**src/rtl/int_controller.sv**
```systemverilog
// Interrupt arbiter/issuer: captures NSRC sources, applies enables, delegation and
// mode-aware global enables, and holds one registered request until the CPU replies.
module int_controller #(
    parameter int unsigned     NSRC      = 16,
    parameter int unsigned     CODE_W    = 5,
    parameter logic [NSRC-1:0] EDGE_MASK = '0
) (
    input  logic              clk,
    input  logic              rst,
    input  logic [NSRC-1:0]   src,
    input  logic [NSRC-1:0]   enable,
    input  logic [NSRC-1:0]   deleg,
    input  logic [1:0]        mode,
    input  logic              gie_m,
    input  logic              gie_s,
    input  logic              int_reply,
    output logic              interrupt,
    output logic [CODE_W-1:0] int_cause,
    output logic              int_to_s,
    output logic [NSRC-1:0]   src_ack,
    output logic [NSRC-1:0]   pending
);

    localparam int unsigned IDX_W = (NSRC > 1) ? $clog2(NSRC) : 1;

    typedef enum logic [1:0] {
        S_IDLE  = 2'd0,
        S_ISSUE = 2'd1,
        S_WAIT  = 2'd2,
        S_END   = 2'd3
    } state_t;

    logic [NSRC-1:0]   src_q, src_qq, enable_q, deleg_q;
    logic [1:0]        mode_q;
    logic              gie_m_q, gie_s_q, reply_q;
    logic [NSRC-1:0]   edge_pend_q, edge_pend_d;
    logic [NSRC-1:0]   pend;

    state_t            state_q, state_d;
    logic [IDX_W-1:0]  win_idx_q, win_idx_d;
    logic              win_s_q, win_s_d;
    logic              interrupt_q, interrupt_d;
    logic [CODE_W-1:0] cause_q, cause_d;
    logic              to_s_q, to_s_d;
    logic [NSRC-1:0]   ack_q, ack_d;

    logic              m_ok, s_ok, m_any, s_any;
    logic [NSRC-1:0]   m_take, s_take;
    logic [IDX_W-1:0]  m_idx, s_idx;

    // Input stage: every decision works from these registered copies only.
    always_ff @(posedge clk) begin
        if (rst) begin
            src_q    <= '0;
            src_qq   <= '0;
            enable_q <= '0;
            deleg_q  <= '0;
            mode_q   <= '0;
            gie_m_q  <= 1'b0;
            gie_s_q  <= 1'b0;
            reply_q  <= 1'b0;
        end else begin
            src_q    <= src;
            src_qq   <= src_q;
            enable_q <= enable;
            deleg_q  <= deleg;
            mode_q   <= mode;
            gie_m_q  <= gie_m;
            gie_s_q  <= gie_s;
            reply_q  <= int_reply;
        end
    end

    // Edge capture: a new rising edge beats the clear from the ack pulse.
    assign edge_pend_d = (EDGE_MASK & src_q & ~src_qq) | (edge_pend_q & ~ack_q);
    assign pend        = (EDGE_MASK & edge_pend_q) | (~EDGE_MASK & src_q);

    always_ff @(posedge clk) begin
        if (rst) edge_pend_q <= '0;
        else     edge_pend_q <= edge_pend_d & EDGE_MASK;
    end

    assign m_ok   = (mode_q != 2'b11) || gie_m_q;
    assign s_ok   = (mode_q == 2'b00) || ((mode_q == 2'b01) && gie_s_q);
    assign m_take = pend & enable_q & ~deleg_q & {NSRC{m_ok}};
    assign s_take = pend & enable_q &  deleg_q & {NSRC{s_ok}};

    // Fixed priority: highest index wins within each target class.
    always_comb begin
        m_idx = '0;
        s_idx = '0;
        m_any = 1'b0;
        s_any = 1'b0;
        for (int unsigned i = 0; i < NSRC; i++) begin
            if (m_take[i]) begin
                m_idx = IDX_W'(i);
                m_any = 1'b1;
            end
            if (s_take[i]) begin
                s_idx = IDX_W'(i);
                s_any = 1'b1;
            end
        end
    end

    always_ff @(posedge clk) begin
        if (rst) begin
            state_q     <= S_IDLE;
            win_idx_q   <= '0;
            win_s_q     <= 1'b0;
            interrupt_q <= 1'b0;
            cause_q     <= '0;
            to_s_q      <= 1'b0;
            ack_q       <= '0;
        end else begin
            state_q     <= state_d;
            win_idx_q   <= win_idx_d;
            win_s_q     <= win_s_d;
            interrupt_q <= interrupt_d;
            cause_q     <= cause_d;
            to_s_q      <= to_s_d;
            ack_q       <= ack_d;
        end
    end

    always_comb begin
        state_d     = state_q;
        win_idx_d   = win_idx_q;
        win_s_d     = win_s_q;
        interrupt_d = interrupt_q;
        cause_d     = cause_q;
        to_s_d      = to_s_q;
        ack_d       = '0;
        unique case (state_q)
            S_IDLE: begin
                if (m_any || s_any) begin
                    win_idx_d = m_any ? m_idx : s_idx;
                    win_s_d   = ~m_any;
                    state_d   = S_ISSUE;
                end
            end
            S_ISSUE: begin
                interrupt_d = 1'b1;
                cause_d     = CODE_W'(win_idx_q);
                to_s_d      = win_s_q;
                ack_d       = NSRC'(1) << win_idx_q;
                state_d     = S_WAIT;
            end
            S_WAIT: begin
                if (reply_q) begin
                    interrupt_d = 1'b0;
                    state_d     = S_END;
                end
            end
            // One dead cycle lets the CPU's mstatus write reach the input stage.
            S_END: state_d = S_IDLE;
            default: state_d = S_IDLE;
        endcase
    end

    assign interrupt = interrupt_q;
    assign int_cause = cause_q;
    assign int_to_s  = to_s_q;
    assign src_ack   = ack_q;
    assign pending   = pend;

endmodule

```
**config.mk**
```make
export PLATFORM = sky130hd
export DESIGN_NAME = int_controller
export DESIGN_NICKNAME = d
export VERILOG_FILES = /design/src/rtl/int_controller.sv
export SDC_FILE = /design/constraint.sdc
export NUM_CORES = 1
export LEC_CHECK = 0
export CAP_MARGIN = 20
export CORE_MARGIN = 2
export CORE_UTILIZATION = 33
export CTS_CLUSTER_SIZE = 24
export DETAILED_ROUTE_END_ITERATION = 8
export GPL_ROUTABILITY_DRIVEN = 0
export PLACE_DENSITY = 0.63
export SLEW_MARGIN = 15
export SYNTH_ARGS = -nofsm -noshare
export SYNTH_HDL_FRONTEND = slang
export SYNTH_SLANG_ARGS = --single-unit
```
**constraint.sdc**
```tcl
create_clock -name clk -period 2.6 [get_ports clk]
set_input_delay 0.39 -clock clk [delete_from_list [all_inputs] [get_ports clk]]
set_output_delay 0.39 -clock clk [all_outputs]
set_load 0.05 [all_outputs]
```
==> results of run 1 <==
## worst paths after layout
path | startpoint | end | slack (ns) | cells after the start
worst max-delay path | mode_q[1]$_SDFF_PP0_ | win_idx_q[0]$_SDFFE_PP0P_ | 0.44 | 6
worst min-delay path | rst | win_idx_q[1]$_SDFFE_PP0P_ | 0.42 | 4
worst max register to register | mode_q[1]$_SDFF_PP0_ | win_idx_q[0]$_SDFFE_PP0P_ | 0.44 | 6
worst min register to register | state_q[1]$_SDFFE_PP0P_ | state_q[1]$_SDFFE_PP0P_ | 0.49 | 2
## per-stage QoR
stage	area, µm²	hold slack (ns)	worst slack, ns
3_5_place_dp	4100	0.480	0.503
6_report	4280	0.416	0.437
4_1_cts	4280	0.394	0.471
3_3_place_gp	4100	0.465	0.569
5_1_grt	4280	0.460	0.197
2_1_floorplan	3100	0.455	0.382
## cells by family (layout without fill, tap and decap cells)
group	count (synthesis)	count (layout)	synth area share [%]
AND/OR/NAND/NOR	165	165	30.5
flip-flops	82	82	52.9
AO/OA/AOI/OAI	42	42	9.93
buffers and inverters	19	115	2.91
multiplexers	6	6	1.94
adder cells (fa/ha/maj)	4	4	1.61
other	1	1	0.121
## flip-flops by register name, indices dropped and copies added (netlist names)
register	cells
mode_q	2
int_to_s	1
src_ack	16
state_q	2
gie_m_q	1
gie_s_q	1
interrupt	1
int_cause	4
reply_q	1
win_s_q	1
enable_q	16
win_idx_q	4
pending	16
deleg_q	16
## worst min-delay path: stages
cell                      delay, ns
sky130_fd_sc_hd__buf_2         0.09
sky130_fd_sc_hd__inv_1         0.10
sky130_fd_sc_hd__o21ai_0       0.10
sky130_fd_sc_hd__a31oi_1       0.04
## final cells by class
cell class | instances | area share [%]
sequential | 82 | 38.4
multi-input combinational | 218 | 32.0
timing repair buffer | 93 | 21.6
clock buffer | 11 | 3.31
tap | 111 | 3.25
clock inverter | 5 | 0.907
inverter | 6 | 0.527
## power groups by stage
stage | logic [mW] | clock network (mW) | registers, mW
CTS | 0.690 | 0.861 | 1.44
detailed placement | 0.688 | 0 | 1.47
floorplan | 0.363 | 0 | 1.56
global route | 0.748 | 0.906 | 1.45
finish | 0.686 | 0.830 | 1.44
global placement | 0.669 | 0 | 1.46
## metal layers
metal	global-route usage (%)	up-vias
li1	-	1276
met1	17.5	1113
met2	23.5	96
met5	0	-
met3	4.99	11
met4	6.76	0
## layout by cell type (no fill, tap or decap), types with 6 or more instances in the layout
cell type and instances:
sky130_fd_sc_hd__a21oi_1 6, sky130_fd_sc_hd__dfxtp_1 82, sky130_fd_sc_hd__nor2_1 24, sky130_fd_sc_hd__nand3b_1 15
sky130_fd_sc_hd__nand2b_1 8, sky130_fd_sc_hd__nand3_1 20, sky130_fd_sc_hd__clkdlybuf4s50_1 91, sky130_fd_sc_hd__nor3_1 8
sky130_fd_sc_hd__clkbuf_8 10, sky130_fd_sc_hd__a211oi_1 7, sky130_fd_sc_hd__o21ai_0 6, sky130_fd_sc_hd__nand2_1 16
sky130_fd_sc_hd__nor2b_1 56, sky130_fd_sc_hd__inv_1 6, sky130_fd_sc_hd__mux2i_1 6
==> run_summary.xml, run 1 <==
<?xml version="1.0" encoding="UTF-8"?>
<metrics>
  <group name="die">
    <metric name="initial_core_utilization" unit="%">33.7</metric>
    <metric name="die-area" unit="mm²">0.0102</metric>
    <metric name="fp.coreArea" unit="mm²">0.00920</metric>
    <metric name="chipWidth" unit="µm">101</metric>
    <metric name="io_pins" unit="">94</metric>
    <metric name="row_count" unit="">35</metric>
    <metric name="fp.dieH" unit="µm">101</metric>
  </group>
  <group name="global_route">
    <metric name="largest_net_degree_at_the_start_of_global_routing" unit="">65</metric>
    <metric name="global_route.usage.total" unit="%">14.6</metric>
    <metric name="global_route_wire_length_before_repair" unit="µm">11500</metric>
    <metric name="global_route.overflow_total" unit="">0</metric>
    <metric name="number_of_antenna_violations_at_the_first_check_in_global_routing" unit="">0</metric>
    <metric name="first_global_vias" unit="">2560</metric>
  </group>
  <group name="sta">
    <metric name="final.setup.tns" unit="ns">0</metric>
    <metric name="setup_viol_count_final" unit="">0</metric>
    <metric name="achievable_clock_frequency" unit="MHz">462</metric>
    <metric name="rsz0062_at_grt" unit="">false</metric>
    <metric name="hold_viol_final" unit="">0</metric>
    <metric name="timing_max_transition_violations_final" unit="">0</metric>
    <metric name="timing.final.crit_period" unit="ns">2.16</metric>
    <metric name="timing.final.crit_share" unit="%">83.2</metric>
    <metric name="worst_clock_skew" unit="ns">0.0100</metric>
    <metric name="worst_slew_margin_rel" unit="%">58.3</metric>
    <metric name="worst_pin_slew" unit="ns">0.625</metric>
  </group>
  <group name="power_and_ir_drop">
    <metric name="power_report.internal_total" unit="mW">2.04</metric>
    <metric name="switching_share" unit="%">30.9</metric>
    <metric name="power_frac_comb" unit="%">23.2</metric>
    <metric name="worst_ir_drop_vdd" unit="mV">0.265</metric>
    <metric name="power.share.sequential" unit="%">48.7</metric>
    <metric name="power.density_cell_area" unit="mW/mm²">690</metric>
    <metric name="total_power" unit="mW">2.95</metric>
    <metric name="p_leak" unit="nW">1.60</metric>
    <metric name="clkPwrFrac" unit="%">28.1</metric>
    <metric name="net_switching_component_of_the_power" unit="mW">0.912</metric>
  </group>
  <group name="final_layout">
    <metric name="area_of_the_multi_input_gates" unit="mm²">0.00137</metric>
    <metric name="antenna-diode-count" unit="">0</metric>
    <metric name="utilization" unit="%">46.5</metric>
    <metric name="drive_gt1_share" unit="%">6.02</metric>
    <metric name="layout.cells.non_filler" unit="">526</metric>
    <metric name="nNetsFinal" unit="">469</metric>
    <metric name="flow.area_growth_from_synthesis" unit="%">37.9</metric>
    <metric name="area.sequential" unit="mm²">0.00164</metric>
    <metric name="fillCellCount" unit="">935</metric>
  </group>
  <group name="detailed_routing">
    <metric name="met2_wirelength" unit="µm">3110</metric>
    <metric name="wirelength_met1" unit="µm">3090</metric>
    <metric name="wl_met3" unit="µm">513</metric>
    <metric name="detail_route.first_pass.iterations" unit="">4</metric>
    <metric name="totalWireLength" unit="µm">6850</metric>
    <metric name="drt-wirelength-per-cell" unit="µm">13.0</metric>
    <metric name="antenna_left" unit="">0</metric>
    <metric name="highest-signal-layer" unit="">met4</metric>
    <metric name="first_iter_violations" unit="">114</metric>
    <metric name="post_drt_via_cell_ratio" unit="">4.75</metric>
    <metric name="route.vias.total" unit="">2496</metric>
    <metric name="route.detailed.drc" unit="">0</metric>
  </group>
  <group name="logic_synthesis">
    <metric name="yosysMostFrequentCell" unit="">sky130_fd_sc_hd__dfxtp_1</metric>
    <metric name="ys_top_cells_by_area" unit="">sky130_fd_sc_hd__dfxtp_1 (53%), sky130_fd_sc_hd__nor2b_1 (11%), sky130_fd_sc_hd__nand3b_1 (3.6%)</metric>
    <metric name="postSynthNetCount" unit="">378</metric>
    <metric name="postSynth.topFlopCell" unit="">sky130_fd_sc_hd__dfxtp_1</metric>
    <metric name="postSynth.asyncResetShare" unit="%">0</metric>
    <metric name="synth_cell_type_count" unit="">44</metric>
    <metric name="seq_area_frac_synth" unit="%">52.9</metric>
    <metric name="synth-edff-count" unit="">0</metric>
    <metric name="ys.warnings.count" unit="">0</metric>
    <metric name="synth_top_cell_by_area" unit="">sky130_fd_sc_hd__dfxtp_1</metric>
    <metric name="synthCells" unit="">319</metric>
    <metric name="synthTopCellsByCount" unit="">sky130_fd_sc_hd__dfxtp_1 (82), sky130_fd_sc_hd__nor2b_1 (56), sky130_fd_sc_hd__nor2_1 (24), sky130_fd_sc_hd__nand3_1 (20), sky130_fd_sc_hd__nand2_1 (16)</metric>
    <metric name="avgSynthCellArea" unit="µm²">9.72</metric>
    <metric name="number_of_synthesized_register_bits" unit="">82</metric>
    <metric name="netlist_area" unit="mm²">0.00310</metric>
    <metric name="synth_top_cell_area_share" unit="%">52.9</metric>
  </group>
  <group name="clocking">
    <metric name="cts_root_buffer" unit="">sky130_fd_sc_hd__clkbuf_8</metric>
    <metric name="clock_latency" unit="ns">0.36</metric>
    <metric name="cts_tree" unit="">built</metric>
    <metric name="post_cts_hold_buffer_count" unit="">0</metric>
    <metric name="worst_setup_hold_path_clk_slew" unit="ns">0.08</metric>
    <metric name="cts.repair_timing.setup_buffer_count" unit="">0</metric>
    <metric name="cts.sink_count" unit="">82</metric>
    <metric name="ctsLongestPathBuffers" unit="">2</metric>
    <metric name="ctsResizeCount" unit="">0</metric>
    <metric name="tritoncts.num_buffers" unit="">9</metric>
    <metric name="h_tree_lvls" unit="">3</metric>
  </group>
  <group name="critical_path">
    <metric name="path_class" unit="">flop to flop</metric>
    <metric name="worst_setup_path_end_kind" unit="">flop</metric>
    <metric name="critPathArrivalTime" unit="ns">2.44</metric>
    <metric name="maximum_fanout_count_along_the_critical_path" unit="">9</metric>
    <metric name="cp-start-kind" unit="">flop</metric>
    <metric name="critical-path-slowest-cell" unit="">sky130_fd_sc_hd__dfxtp_1</metric>
    <metric name="crit_family" unit="">simple AND/OR/NAND/NOR gates</metric>
    <metric name="crit_required" unit="ns">2.88</metric>
    <metric name="critical-path-max-stage-delay" unit="ns">0.47</metric>
    <metric name="crit_buf_inv" unit="">0</metric>
    <metric name="critical_path.cell_chain" unit="">and3b_1 -&gt; a21oi_1 -&gt; nor4_4 -&gt; and2_4 -&gt; or4b_1 -&gt; o211ai_2</metric>
  </group>
  <group name="placement">
    <metric name="portBuffers" unit="">92</metric>
    <metric name="dpl.hpwl" unit="µm">5290</metric>
    <metric name="dp.cells" unit="">510</metric>
  </group>
  <group name="flow_run">
    <metric name="cap_violations" unit="">0</metric>
  </group>
  <group name="run_status">
    <metric name="outcome" unit="">complete, no violations</metric>
  </group>
  <group name="worst_hold_path">
    <metric name="hold_path.class" unit="">input port to flop</metric>
  </group>
</metrics>
Power figures use the tool's default switching activity.
==> run 2: changes to the inputs <==
==> constraint.sdc (replaced) <==
create_clock -name clk -period 2.2 [get_ports clk]
set_input_delay 0.33 -clock clk [delete_from_list [all_inputs] [get_ports clk]]
set_output_delay 0.33 -clock clk [all_outputs]
set_load 0.05 [all_outputs]
==> run_summary.xml, run 2 (synthesis results as in run 1) <==
<?xml version="1.0" encoding="UTF-8"?>
<metrics>
  <group name="run_status">
    <metric name="outcome" unit="">complete, no violations</metric>
  </group>
  <group name="sta">
    <metric name="setup_viol_count_final" unit="">0</metric>
    <metric name="hold_viol_final" unit="">0</metric>
    <metric name="timing_max_transition_violations_final" unit="">0</metric>
    <metric name="timing.final.crit_share" unit="%">92.5</metric>
    <metric name="timing.final.crit_period" unit="ns">2.03</metric>
    <metric name="achievable_clock_frequency" unit="MHz">491</metric>
    <metric name="worst_slew_margin_rel" unit="%">63.7</metric>
    <metric name="worst_pin_slew" unit="ns">0.543</metric>
    <metric name="worst_clock_skew" unit="ns">0.0128</metric>
  </group>
  <group name="power_and_ir_drop">
    <metric name="worst_ir_drop_vdd" unit="mV">0.350</metric>
    <metric name="total_power" unit="mW">3.70</metric>
    <metric name="p_leak" unit="nW">1.64</metric>
    <metric name="power.density_cell_area" unit="mW/mm²">852</metric>
  </group>
  <group name="clocking">
    <metric name="cts.repair_timing.setup_buffer_count" unit="">0</metric>
    <metric name="clock_latency" unit="ns">0.36</metric>
    <metric name="cts_tree" unit="">built</metric>
    <metric name="worst_setup_hold_path_clk_slew" unit="ns">0.08</metric>
    <metric name="cts_root_buffer" unit="">sky130_fd_sc_hd__clkbuf_8</metric>
    <metric name="cts.sink_count" unit="">82</metric>
    <metric name="tritoncts.num_buffers" unit="">9</metric>
    <metric name="ctsLongestPathBuffers" unit="">2</metric>
    <metric name="h_tree_lvls" unit="">3</metric>
  </group>
  <group name="die">
    <metric name="io_pins" unit="">94</metric>
    <metric name="fp.dieH" unit="µm">101</metric>
    <metric name="initial_core_utilization" unit="%">33.7</metric>
    <metric name="die-area" unit="mm²">0.0102</metric>
    <metric name="chipWidth" unit="µm">101</metric>
    <metric name="row_count" unit="">35</metric>
    <metric name="fp.coreArea" unit="mm²">0.00920</metric>
  </group>
  <group name="critical_path">
    <metric name="critical-path-max-stage-delay" unit="ns">0.55</metric>
    <metric name="crit_buf_inv" unit="">0</metric>
    <metric name="critical-path-slowest-cell" unit="">sky130_fd_sc_hd__or4b_1</metric>
    <metric name="critical_path.cell_chain" unit="">nor2b_2 -&gt; nor2_1 -&gt; o21ai_0 -&gt; and2_1 -&gt; or4b_1 -&gt; o211ai_2</metric>
    <metric name="worst_setup_path_end_kind" unit="">flop</metric>
    <metric name="crit_family" unit="">simple AND/OR/NAND/NOR gates</metric>
    <metric name="path_class" unit="">flop to flop</metric>
    <metric name="critPathArrivalTime" unit="ns">2.32</metric>
    <metric name="cp-start-kind" unit="">flop</metric>
    <metric name="maximum_fanout_count_along_the_critical_path" unit="">7</metric>
    <metric name="crit_required" unit="ns">2.49</metric>
  </group>
  <group name="detailed_routing">
    <metric name="first_iter_violations" unit="">127</metric>
    <metric name="route.detailed.drc" unit="">0</metric>
    <metric name="detail_route.first_pass.iterations" unit="">4</metric>
    <metric name="wl_met3" unit="µm">586</metric>
    <metric name="route.vias.total" unit="">2487</metric>
    <metric name="totalWireLength" unit="µm">6890</metric>
    <metric name="highest-signal-layer" unit="">met4</metric>
    <metric name="wirelength_met1" unit="µm">3090</metric>
    <metric name="antenna_left" unit="">0</metric>
    <metric name="post_drt_via_cell_ratio" unit="">4.70</metric>
    <metric name="met2_wirelength" unit="µm">3080</metric>
    <metric name="drt-wirelength-per-cell" unit="µm">13.0</metric>
  </group>
  <group name="global_route">
    <metric name="first_global_vias" unit="">2395</metric>
    <metric name="number_of_antenna_violations_at_the_first_check_in_global_routing" unit="">0</metric>
    <metric name="largest_net_degree_at_the_start_of_global_routing" unit="">40</metric>
    <metric name="global_route_wire_length_before_repair" unit="µm">11200</metric>
    <metric name="global_route.usage.total" unit="%">14.2</metric>
    <metric name="global_route.overflow_total" unit="">0</metric>
  </group>
  <group name="placement">
    <metric name="portBuffers" unit="">92</metric>
    <metric name="place_area" unit="mm²">0.00412</metric>
    <metric name="dpl.hpwl" unit="µm">5420</metric>
  </group>
  <group name="final_layout">
    <metric name="final_common_cell" unit="">sky130_fd_sc_hd__clkdlybuf4s50_1</metric>
    <metric name="antenna-diode-count" unit="">0</metric>
    <metric name="area_of_the_multi_input_gates" unit="mm²">0.00138</metric>
    <metric name="area.sequential" unit="mm²">0.00164</metric>
    <metric name="finish.instance_area" unit="mm²">0.00435</metric>
    <metric name="nNetsFinal" unit="">472</metric>
    <metric name="utilization" unit="%">47.3</metric>
    <metric name="flow.area_growth_from_synthesis" unit="%">40.2</metric>
    <metric name="fillCellCount" unit="">921</metric>
    <metric name="most-common-layout-cells" unit="">sky130_fd_sc_hd__clkdlybuf4s50_1 (91), sky130_fd_sc_hd__dfxtp_1 (81), sky130_fd_sc_hd__nor2b_1 (55)</metric>
    <metric name="drive_gt1_share" unit="%">7.18</metric>
  </group>
  <group name="worst_hold_path">
    <metric name="hold_path.class" unit="">input port to flop</metric>
  </group>
  <group name="flow_run">
    <metric name="cap_violations" unit="">0</metric>
  </group>
</metrics>
## run 2: per-stage QoR
stage	hold WS, ns	TNS [ns]	worst slack, ns	cells
6_report	0.360	0	0.165	529
5_1_grt	0.365	-0.00456	-0.00456	529
3_5_place_dp	0.469	0	0.178	513
3_3_place_gp	0.465	0	0.246	513
2_1_floorplan	0.455	0	0.0502	319
4_1_cts	0.353	0	0.164	529
## run 2: layout make-up
class	count	share of cell area [%]
repair buffers	96	21.8
well taps	111	3.19
inverters	6	0.518
clock inverters	5	2.01
flip-flops and latches	82	37.8
clock buffers	11	3.02
multi-input cells	218	31.7
## run 2: final timing paths
check / startpoint / to / slack (ns) / depth (start not counted)
setup / recovery: mode_q[0]$_SDFF_PP0_ / win_idx_q[0]$_SDFFE_PP0P_ / 0.17 / 6
hold / removal: rst / win_idx_q[1]$_SDFFE_PP0P_ / 0.36 / 4
setup reg to reg: mode_q[0]$_SDFF_PP0_ / win_idx_q[0]$_SDFFE_PP0P_ / 0.17 / 6
hold reg to reg: int_cause[3]$_SDFFE_PP0P_ / int_cause[3]$_SDFFE_PP0P_ / 0.48 / 2
## run 2: power breakdown
group          total (mW)  switching, mW  internal [mW]
Combinational       0.812          0.445          0.366
Sequential           1.69         0.0891           1.61
Clock                1.20          0.546          0.650
## run 2: what timing repair did
item,4_1_cts,5_1_grt
gates resized for setup,0,2
endpoints found under the setup margin,0,5
hold buffers,0,0
## run 2: per-layer routing
layer / vias to the layer above / global-route usage, %
li1: 1285 / -
met1: 1090 / 17.7
met2: 101 / 22.2
met3: 11 / 5.62
met4: 0 / 5.30
met5: - / 0
## run 2: worst register-to-register path: cells and delay by family, from the launching register on
kind            cells  cell delay, ns
compound gates      2            0.37
flops               1            0.32
simple gates        4            1.28
==> run 3: changes to the inputs <==
--- a/config.mk
+++ b/config.mk
@@ -7,11 +7,11 @@
 export LEC_CHECK = 0
 export CAP_MARGIN = 20
 export CORE_MARGIN = 2
-export CORE_UTILIZATION = 33
+export CORE_UTILIZATION = 46
 export CTS_CLUSTER_SIZE = 24
 export DETAILED_ROUTE_END_ITERATION = 8
 export GPL_ROUTABILITY_DRIVEN = 0
-export PLACE_DENSITY = 0.63
+export PLACE_DENSITY = 0.82
 export SLEW_MARGIN = 15
 export SYNTH_ARGS = -nofsm -noshare
 export SYNTH_HDL_FRONTEND = slang
==> run_summary.xml, run 3 (synthesis results as in run 1) <==
<?xml version="1.0" encoding="UTF-8"?>
<metrics>
  <group name="clocking">
    <metric name="cts_tree" unit="">built</metric>
    <metric name="worst_setup_hold_path_clk_slew" unit="ns">0.08</metric>
    <metric name="cts.sink_count" unit="">82</metric>
    <metric name="h_tree_lvls" unit="">3</metric>
    <metric name="clock_latency" unit="ns">0.35</metric>
    <metric name="ctsLongestPathBuffers" unit="">2</metric>
    <metric name="tritoncts.num_buffers" unit="">9</metric>
    <metric name="cts_root_buffer" unit="">sky130_fd_sc_hd__clkbuf_8</metric>
  </group>
  <group name="final_layout">
    <metric name="drive_gt1_share" unit="%">6.95</metric>
    <metric name="nNetsFinal" unit="">471</metric>
    <metric name="most-common-layout-cells" unit="">sky130_fd_sc_hd__clkdlybuf4s50_1 (91), sky130_fd_sc_hd__dfxtp_1 (81), sky130_fd_sc_hd__nor2b_1 (55)</metric>
    <metric name="finish.instance_area" unit="mm²">0.00430</metric>
    <metric name="flow.area_growth_from_synthesis" unit="%">38.7</metric>
    <metric name="antenna-diode-count" unit="">0</metric>
    <metric name="final_common_cell" unit="">sky130_fd_sc_hd__clkdlybuf4s50_1</metric>
  </group>
  <group name="global_route">
    <metric name="largest_net_degree_at_the_start_of_global_routing" unit="">37</metric>
    <metric name="global_route.overflow_total" unit="">0</metric>
    <metric name="global_route.usage.total" unit="%">19.2</metric>
    <metric name="global_route_wire_length_before_repair" unit="µm">11100</metric>
    <metric name="number_of_antenna_violations_at_the_first_check_in_global_routing" unit="">0</metric>
    <metric name="first_global_vias" unit="">2476</metric>
  </group>
  <group name="detailed_routing">
    <metric name="first_iter_violations" unit="">94</metric>
    <metric name="route.vias.total" unit="">2576</metric>
    <metric name="post_drt_via_cell_ratio" unit="">5.21</metric>
    <metric name="detail_route.first_pass.iterations" unit="">4</metric>
    <metric name="route.detailed.drc" unit="">0</metric>
    <metric name="totalWireLength" unit="µm">6830</metric>
    <metric name="antenna_left" unit="">0</metric>
    <metric name="drt-wirelength-per-cell" unit="µm">13.8</metric>
  </group>
  <group name="die">
    <metric name="row_count" unit="">29</metric>
    <metric name="chipWidth" unit="µm">86.1</metric>
    <metric name="fp.dieH" unit="µm">86.1</metric>
    <metric name="initial_core_utilization" unit="%">48.3</metric>
    <metric name="die-area" unit="mm²">0.00741</metric>
    <metric name="fp.coreArea" unit="mm²">0.00642</metric>
    <metric name="io_pins" unit="">94</metric>
  </group>
  <group name="power_and_ir_drop">
    <metric name="p_leak" unit="nW">1.65</metric>
    <metric name="power.density_cell_area" unit="mW/mm²">868</metric>
    <metric name="worst_ir_drop_vdd" unit="mV">0.382</metric>
  </group>
  <group name="sta">
    <metric name="achievable_clock_frequency" unit="MHz">491</metric>
    <metric name="hold_viol_final" unit="">0</metric>
    <metric name="final.setup.tns" unit="ns">0</metric>
    <metric name="setup_viol_count_final" unit="">0</metric>
    <metric name="worst_clock_skew" unit="ns">0.0153</metric>
    <metric name="worst_slew_margin_rel" unit="%">62.4</metric>
    <metric name="timing.final.crit_period" unit="ns">2.04</metric>
    <metric name="worst_pin_slew" unit="ns">0.557</metric>
    <metric name="timing.final.crit_share" unit="%">92.7</metric>
    <metric name="rsz0062_at_grt" unit="">false</metric>
    <metric name="timing_max_transition_violations_final" unit="">0</metric>
  </group>
  <group name="critical_path">
    <metric name="path_class" unit="">flop to flop</metric>
    <metric name="crit_required" unit="ns">2.47</metric>
    <metric name="maximum_fanout_count_along_the_critical_path" unit="">6</metric>
    <metric name="critPathArrivalTime" unit="ns">2.31</metric>
    <metric name="worst_setup_path_end_kind" unit="">flop</metric>
    <metric name="cp-start-kind" unit="">flop</metric>
  </group>
  <group name="worst_hold_path">
    <metric name="hold_path.class" unit="">input port to flop</metric>
  </group>
  <group name="flow_run">
    <metric name="cap_violations" unit="">0</metric>
  </group>
  <group name="run_status">
    <metric name="outcome" unit="">complete, no violations</metric>
  </group>
  <group name="placement">
    <metric name="dpl.hpwl" unit="µm">5110</metric>
    <metric name="place_area" unit="mm²">0.00407</metric>
    <metric name="portBuffers" unit="">92</metric>
  </group>
</metrics>
## run 3: worst max-delay path: stages, from the launching register on
cell and delay [ns]:
sky130_fd_sc_hd__dfxtp_1 0.36, sky130_fd_sc_hd__and3b_1 0.34, sky130_fd_sc_hd__a21oi_1 0.16, sky130_fd_sc_hd__nor4_4 0.28
sky130_fd_sc_hd__and2_4 0.22, sky130_fd_sc_hd__or4b_1 0.45, sky130_fd_sc_hd__o211ai_2 0.15
## run 3: per-layer routing
metal	GRT usage, %	vias up	wire (µm)
li1	-	1284	-
met1	22.2	1164	2940
met2	31.9	106	3230
met3	5.77	22	427
met4	10.1	0	228
met5	0	-	0
## run 3: what timing repair did
| action | 4_1_cts | 5_1_grt |
|---|---|---|
| resized for setup | 0 | 1 |
| hold buffers | 0 | 0 |
| endpoints found under the setup margin | 0 | 4 |
| setup buffers | 0 | 0 |
## run 3: final timing paths
check / start / endpoint / slack [ns] / cells past startpoint
hold / removal: rst / win_s_q$_SDFFE_PP0P_ / 0.38 / 3
setup reg to reg: mode_q[0]$_SDFF_PP0_ / win_idx_q[0]$_SDFFE_PP0P_ / 0.16 / 6
setup / recovery: mode_q[0]$_SDFF_PP0_ / win_idx_q[0]$_SDFFE_PP0P_ / 0.16 / 6
hold reg to reg: int_cause[3]$_SDFFE_PP0P_ / int_cause[3]$_SDFFE_PP0P_ / 0.47 / 2
## run 3: stage by stage
stage	power, mW	cells	hold slack (ns)	util (%)	setup slack (ns)
global placement	2.51	478	0.461	63.4	0.294
global route	3.90	494	0.382	67.0	0.0625
detailed placement	2.54	478	0.466	63.4	0.202
CTS	3.75	494	0.364	66.9	0.158
floorplan	2.27	319	0.455	-	0.0502
finish	3.73	494	0.378	67.0	0.162
## run 3: layout make-up
type / count / area (µm²)
flip-flops and latches: 82 / 1640
fillers: 524 / 2120
clock buffers: 12 / 155
clock inverters: 4 / 73.8
multi-input cells: 218 / 1370
repair buffers: 95 / 938
inverters: 6 / 22.5
well taps: 77 / 96.3
## run 3: where the power goes
part           internal [mW]  total [mW]  leakage [nW]  switching (mW)
sequential              1.61        1.70         0.677          0.0980
clock                  0.702        1.22         0.117           0.517
combinational          0.363       0.809         0.855           0.446
